File: src/rtl/logic_op_pkg.sv
// Shared definitions for the AND/OR command issuer.
// Opcodes, FSM states and opcode legality helper.
package logic_op_pkg;

  localparam logic [1:0] OP_AND = 2'b01;
  localparam logic [1:0] OP_OR  = 2'b10;

  typedef enum logic [1:0] {
    IDLE  = 2'd0,
    DRIVE = 2'd1,
    RESP  = 2'd2
  } state_t;

  function automatic logic op_legal(
    input logic [1:0] op
  );
    return (op == OP_AND) || (op == OP_OR);
  endfunction

endpackage

File: src/rtl/logic_op_cmd_fifo.sv
// Small command FIFO for the AND/OR issuer.
// Registered pointers, synchronous write, head shown on data_o.
module logic_op_cmd_fifo
  import logic_op_pkg::*;
#(
  parameter int WIDTH = 10,
  parameter int DEPTH = 4
) (
  input  logic                       clk,
  input  logic                       rst_n,
  input  logic                       push_i,
  input  logic [WIDTH-1:0]           data_i,
  input  logic                       pop_i,
  output logic [WIDTH-1:0]           data_o,
  output logic                       full_o,
  output logic                       empty_o,
  output logic [$clog2(DEPTH+1)-1:0] count_o
);

  localparam int AW = $clog2(DEPTH);
  localparam int CW = $clog2(DEPTH+1);

  logic [WIDTH-1:0] mem_q [DEPTH];
  logic [AW-1:0]    wptr_q, wptr_d;
  logic [AW-1:0]    rptr_q, rptr_d;
  logic [CW-1:0]    cnt_q, cnt_d;
  logic             do_push;
  logic             do_pop;

  assign full_o  = (cnt_q == CW'(DEPTH));
  assign empty_o = (cnt_q == '0);
  assign count_o = cnt_q;
  assign data_o  = mem_q[rptr_q];

  // A full FIFO refuses pushes even when a pop frees a slot
  assign do_push = push_i && !full_o;
  assign do_pop  = pop_i && !empty_o;

  // Next pointer and occupancy; pointers wrap modulo DEPTH
  always_comb begin
    wptr_d = wptr_q;
    rptr_d = rptr_q;
    cnt_d  = cnt_q;
    if (do_push) begin
      wptr_d = wptr_q + 1'b1;
    end
    if (do_pop) begin
      rptr_d = rptr_q + 1'b1;
    end
    if (do_push && !do_pop) begin
      cnt_d = cnt_q + 1'b1;
    end else if (!do_push && do_pop) begin
      cnt_d = cnt_q - 1'b1;
    end
  end

  // Pointer and count registers
  always_ff @(posedge clk or negedge rst_n) begin
    if (!rst_n) begin
      wptr_q <= '0;
      rptr_q <= '0;
      cnt_q  <= '0;
    end else begin
      wptr_q <= wptr_d;
      rptr_q <= rptr_d;
      cnt_q  <= cnt_d;
    end
  end

  // Storage write
  always_ff @(posedge clk or negedge rst_n) begin
    if (!rst_n) begin
      for (int i = 0; i < DEPTH; i++) begin
        mem_q[i] <= '0;
      end
    end else if (do_push) begin
      mem_q[wptr_q] <= data_i;
    end
  end

endmodule

File: src/rtl/logic_op_issuer.sv
// Command front-end for the combinational AND/OR unit.
// Queues commands, drives the unit, returns registered responses.
module logic_op_issuer
  import logic_op_pkg::*;
#(
  parameter int WIDTH = 4,
  parameter int DEPTH = 4
) (
  input  logic             clk,
  input  logic             rst_n,
  input  logic             cmdValid,
  output logic             cmdReady,
  input  logic [WIDTH-1:0] cmdA,
  input  logic [WIDTH-1:0] cmdB,
  input  logic [1:0]       cmdOp,
  output logic [WIDTH-1:0] aIn,
  output logic [WIDTH-1:0] bIn,
  output logic             doAnd,
  output logic             doOr,
  input  logic             isAnd,
  input  logic [WIDTH-1:0] out,
  output logic             rspValid,
  input  logic             rspReady,
  output logic [WIDTH-1:0] rspData,
  output logic             rspIsAnd,
  output logic             rspErr
);

  localparam int EW = 2*WIDTH + 2;
  localparam int CW = $clog2(DEPTH+1);

  state_t           state_q, state_d;
  logic [WIDTH-1:0] a_q, b_q;
  logic             and_q, or_q;
  logic [1:0]       op_q;
  logic             vld_q;
  logic [WIDTH-1:0] dat_q;
  logic             isand_q;
  logic             err_q;

  logic [EW-1:0]    fifo_in;
  logic [EW-1:0]    fifo_hd;
  logic             fifo_full;
  logic             fifo_empty;
  logic [CW-1:0]    fifo_cnt;
  logic             push;
  logic             pop;
  logic             cap;
  logic             rsp_clr;

  logic [1:0]       hd_op;
  logic [WIDTH-1:0] hd_a;
  logic [WIDTH-1:0] hd_b;

  assign cmdReady = !fifo_full;
  assign push     = cmdValid && cmdReady;
  assign fifo_in  = {cmdOp, cmdA, cmdB};

  assign hd_op = fifo_hd[EW-1 -: 2];
  assign hd_a  = fifo_hd[2*WIDTH-1 -: WIDTH];
  assign hd_b  = fifo_hd[WIDTH-1:0];

  logic_op_cmd_fifo #(
    .WIDTH (EW),
    .DEPTH (DEPTH)
  ) u_fifo (
    .clk     (clk),
    .rst_n   (rst_n),
    .push_i  (push),
    .data_i  (fifo_in),
    .pop_i   (pop),
    .data_o  (fifo_hd),
    .full_o  (fifo_full),
    .empty_o (fifo_empty),
    .count_o (fifo_cnt)
  );

  // Full flag and occupancy must always agree
  assert property (@(posedge clk) disable iff (!rst_n)
    fifo_full == (fifo_cnt == CW'(DEPTH)));

  // Next state and per-cycle control strobes
  always_comb begin
    state_d = state_q;
    pop     = 1'b0;
    cap     = 1'b0;
    rsp_clr = 1'b0;
    unique case (state_q)
      IDLE: begin
        if (!fifo_empty) begin
          pop     = 1'b1;
          state_d = DRIVE;
        end
      end
      DRIVE: begin
        cap     = 1'b1;
        state_d = RESP;
      end
      RESP: begin
        if (rspReady) begin
          rsp_clr = 1'b1;
          if (!fifo_empty) begin
            pop     = 1'b1;
            state_d = DRIVE;
          end else begin
            state_d = IDLE;
          end
        end
      end
      default: begin
        state_d = IDLE;
      end
    endcase
  end

  // State register
  always_ff @(posedge clk or negedge rst_n) begin
    if (!rst_n) begin
      state_q <= IDLE;
    end else begin
      state_q <= state_d;
    end
  end

  // Unit drive: load on pop, strobes drop once the result is taken
  always_ff @(posedge clk or negedge rst_n) begin
    if (!rst_n) begin
      a_q   <= '0;
      b_q   <= '0;
      and_q <= 1'b0;
      or_q  <= 1'b0;
      op_q  <= 2'b00;
    end else if (pop) begin
      a_q   <= hd_a;
      b_q   <= hd_b;
      and_q <= hd_op[0];
      or_q  <= hd_op[1];
      op_q  <= hd_op;
    end else if (cap) begin
      and_q <= 1'b0;
      or_q  <= 1'b0;
    end
  end

  // Response capture; held until the consumer takes it
  always_ff @(posedge clk or negedge rst_n) begin
    if (!rst_n) begin
      vld_q   <= 1'b0;
      dat_q   <= '0;
      isand_q <= 1'b0;
      err_q   <= 1'b0;
    end else if (cap) begin
      vld_q   <= 1'b1;
      dat_q   <= out;
      isand_q <= op_legal(op_q) ? isAnd : 1'b0;
      err_q   <= !op_legal(op_q);
    end else if (rsp_clr) begin
      vld_q   <= 1'b0;
    end
  end

  assign aIn      = a_q;
  assign bIn      = b_q;
  assign doAnd    = and_q;
  assign doOr     = or_q;
  assign rspValid = vld_q;
  assign rspData  = dat_q;
  assign rspIsAnd = isand_q;
  assign rspErr   = err_q;

endmodule

File: config.mk
export PLATFORM = sky130hd
export DESIGN_NAME = logic_op_issuer
export DESIGN_NICKNAME = d
export VERILOG_FILES = /design/src/rtl/logic_op_pkg.sv /design/src/rtl/logic_op_cmd_fifo.sv /design/src/rtl/logic_op_issuer.sv
export SDC_FILE = /design/constraint.sdc
export NUM_CORES = 1
export LEC_CHECK = 0
export BUFFER_PORTS_ARGS = -buffer_cell sky130_fd_sc_hd__clkbuf_2
export CAP_MARGIN = 20
export CORE_ASPECT_RATIO = 0.6
export CORE_MARGIN = 10
export CORE_UTILIZATION = 50
export DETAILED_ROUTE_END_ITERATION = 16
export PLACE_DENSITY = 0.76
export SLEW_MARGIN = 25
export SYNTH_ARGS = -nofsm -noshare
export SYNTH_HDL_FRONTEND = slang
export SYNTH_SLANG_ARGS = --single-unit
File: constraint.sdc
create_clock -name clk -period 2.5 [get_ports clk]
set_clock_uncertainty 0.1 [all_clocks]
set_input_delay 0.125 -clock clk [delete_from_list [all_inputs] [get_ports clk]]
set_output_delay 0.125 -clock clk [all_outputs]
set_load 0.1 [all_outputs]
==> results.json <==
{
  "synth-seq-cells": 68,
  "synth_top_area_cell": "dfrtp_1",
  "grt.total_usage_pct": 12.8,
  "crit_fanout": 4,
  "seq_area_mm2": 0.00170,
  "h-tree-depth": 3,
  "die_y_um": 81.1,
  "cts-resized-gates": 0,
  "worstSetupStartpointType": "flop",
  "multi_input_area_mm2": 0.00134,
  "arrival_ns": 2.35,
  "cts_tree": "yes",
  "clock-root-buffer": "clkbuf_8",
  "antenna_found_initial": 0,
  "synth_enable_flop_cells": 0,
  "syn_area_per_cell_um2": 16.9,
  "drt_wl_total_um": 5750,
  "rsz0062_at_grt": "no",
  "grt_pass1_vias": 1853,
  "fin_util_pct": 61.9,
  "fillers": 432,
  "synthFlopType": "dfrtp_1",
  "final.period_utilization_pct": 88.8,
  "n_antenna_cell": 0,
  "grt_pass1_wl_um": 9740,
  "max_cap_viol_count": 0,
  "nets": 272,
  "syn2layout_area_growth_pct": 21.0,
  "yosysUniqueCellTypes": 26,
  "endpoint_kind": "flop",
  "status": "completed",
  "max_freq_mhz": 450,
  "die_w_um": 122,
  "cts_buffer_depth": 2,
  "synth_nets": 209,
  "die_area_mm2": 0.00988,
  "stdcell_area_mm2": 0.00376,
  "dp_hpwl_um": 3890,
  "grt-ovfl-total": 0,
  "criticalPathCategory": "reg -> reg",
  "yosys.cell_count.top_type": "dfrtp_1",
  "stdcell_count": 336,
  "row_count": 22,
  "required_ns": 2.63,
  "cts_sinks": 68,
  "clock_latency_ns": 0.35,
  "setup_viol": 0,
  "grt_max_degree": 29,
  "seq_area_frac_synth_pct": 54.7,
  "core_mm2": 0.00608,
  "worst_pin_slew_ns": 0.600,
  "drv_slew": 0,
  "start_util_pct": 51.1,
  "relSlewSlack_pct": 60.0,
  "first_iter_violations": 74,
  "hp-class": "in -> reg",
  "drc_errors": 0,
  "drive_gt1_share_pct": 50.8,
  "layout_min_cycle_time_ns": 2.22,
  "yosysTopAreaCellShare_pct": 54.7,
  "placed_area_mm2": 0.00339,
  "ioPinCount": 37,
  "async_reset_ff_share_pct": 100,
  "via_per_inst": 4.99,
  "tns_ns": 0,
  "clk_pin_slew_worst_paths_ns": 0.07,
  "hold_viol_final": 0,
  "yosys_warnings": 0,
  "place_inst": 303,
  "synthTopCellsByCount": "dfrtp_1, mux2_4, mux2_2",
  "num_vias": 1678,
  "syn_area_mm2": 0.00311,
  "synth_cells": 184,
  "ant_nets": 0,
  "avgRoutedWirePerCell_um": 17.1,
  "place_congestion": 0.784,
  "io_buffers": 36,
  "dr.pass1.iters": 4,
  "synthTopCellsByArea": "dfrtp_1, mux2_4, mux4_2",
  "cts_made_buffers": 9
}
metal layers:
layer	wire (um)	GRT usage [%]	vias up
li1	-	-	791
met1	2920	17.6	843
met2	2400	17.8	36
met3	353	5.54	8
met4	72	4.27	0
met5	0	0	-
repair_timing:
| item | CTS | global route |
|---|---|---|
| setup endpoints to repair | 0 | 0 |
| buffers inserted | 0 | 0 |
| hold endpoints to repair | 69 | 0 |
| hold buffers | 17 | 0 |
placed cells by master, fill, tap and decap left out, types with 3 or more instances in the layout:
cell           count
xnor2_1            3
dfrtp_1           68
buf_4              5
mux4_2            10
dlygate4sd3_1     17
o21ai_0            3
nand3_4            4
inv_1              7
mux2_4            40
mux2_2            15
clkinvlp_4         3
clkbuf_8           9
nand2_1            5
xor2_1             4
ha_1               5
clkbuf_2          35
through the flow:
step,hold slack (ns),setup WS [ns]
floorplan,-0.271,0.164
global placement,0.0429,0.333
detailed placement,0.0491,0.297
CTS,0.162,0.274
global route,0.189,0.164
finish,0.172,0.279
logic make-up (layout without fill, tap and decap cells):
| group | count (synthesis) | count (layout) | share of synthesized area [%] |
|---|---|---|---|
| compound gates | 8 | 8 | 1.65 |
| xor+xnor | 7 | 7 | 1.97 |
| fa+ha+maj | 6 | 6 | 2.65 |
| buf+inv | 13 | 81 | 2.09 |
| flops | 68 | 68 | 54.7 |
| mux | 66 | 66 | 32.3 |
| simple gates | 16 | 16 | 4.59 |
critical path, cell delays in order (launching register included):
cell	delay (ns)
dfrtp_1	0.44
or3b_1	0.43
nand2_1	0.14
inv_1	0.06
ha_1	0.19
inv_1	0.08
fa_1	0.40
mux2_2	0.27
path summary, 6_finish.rpt:
| path | from | endpoint | slack (ns) | depth (start not counted) |
|---|---|---|---|---|
| setup / recovery | u_fifo.count_o[0] | u_fifo.count_o[1] | 0.28 | 7 |
| hold / removal | cmdValid | u_fifo.wptr_q[0] | 0.17 | 3 |
| setup reg to reg | u_fifo.count_o[0] | u_fifo.count_o[1] | 0.28 | 7 |
| hold reg to reg | state_q[1] | rspValid | 0.39 | 1 |
| max in group asynchronous | rst_n | u_fifo.count_o[0] | 1.31 | 3 |
| min in group asynchronous | rst_n | u_fifo.mem_q[0] | 0.21 | 2 |
area by class of cell:
type                       count  share of cell area, %
tap                           84                   2.79
inverter                       7                  0.698
sequential                    68                   45.2
clock buffer                   9                   3.29
clock inverter                 7                   1.99
timing repair buffer          58                   10.3
multi-input combinational    103                   35.7
sequential cells by signal (all words and copies together) (netlist names), 3 cells and up:
signal and count:
bIn 4, u_fifo.mem_q 40, rspData 4, aIn 4, u_fifo.count_o 3
Power is left out: the tool's default activity adds up to more than one toggle a clock period on the data nets, which glitch-free logic cannot reach.
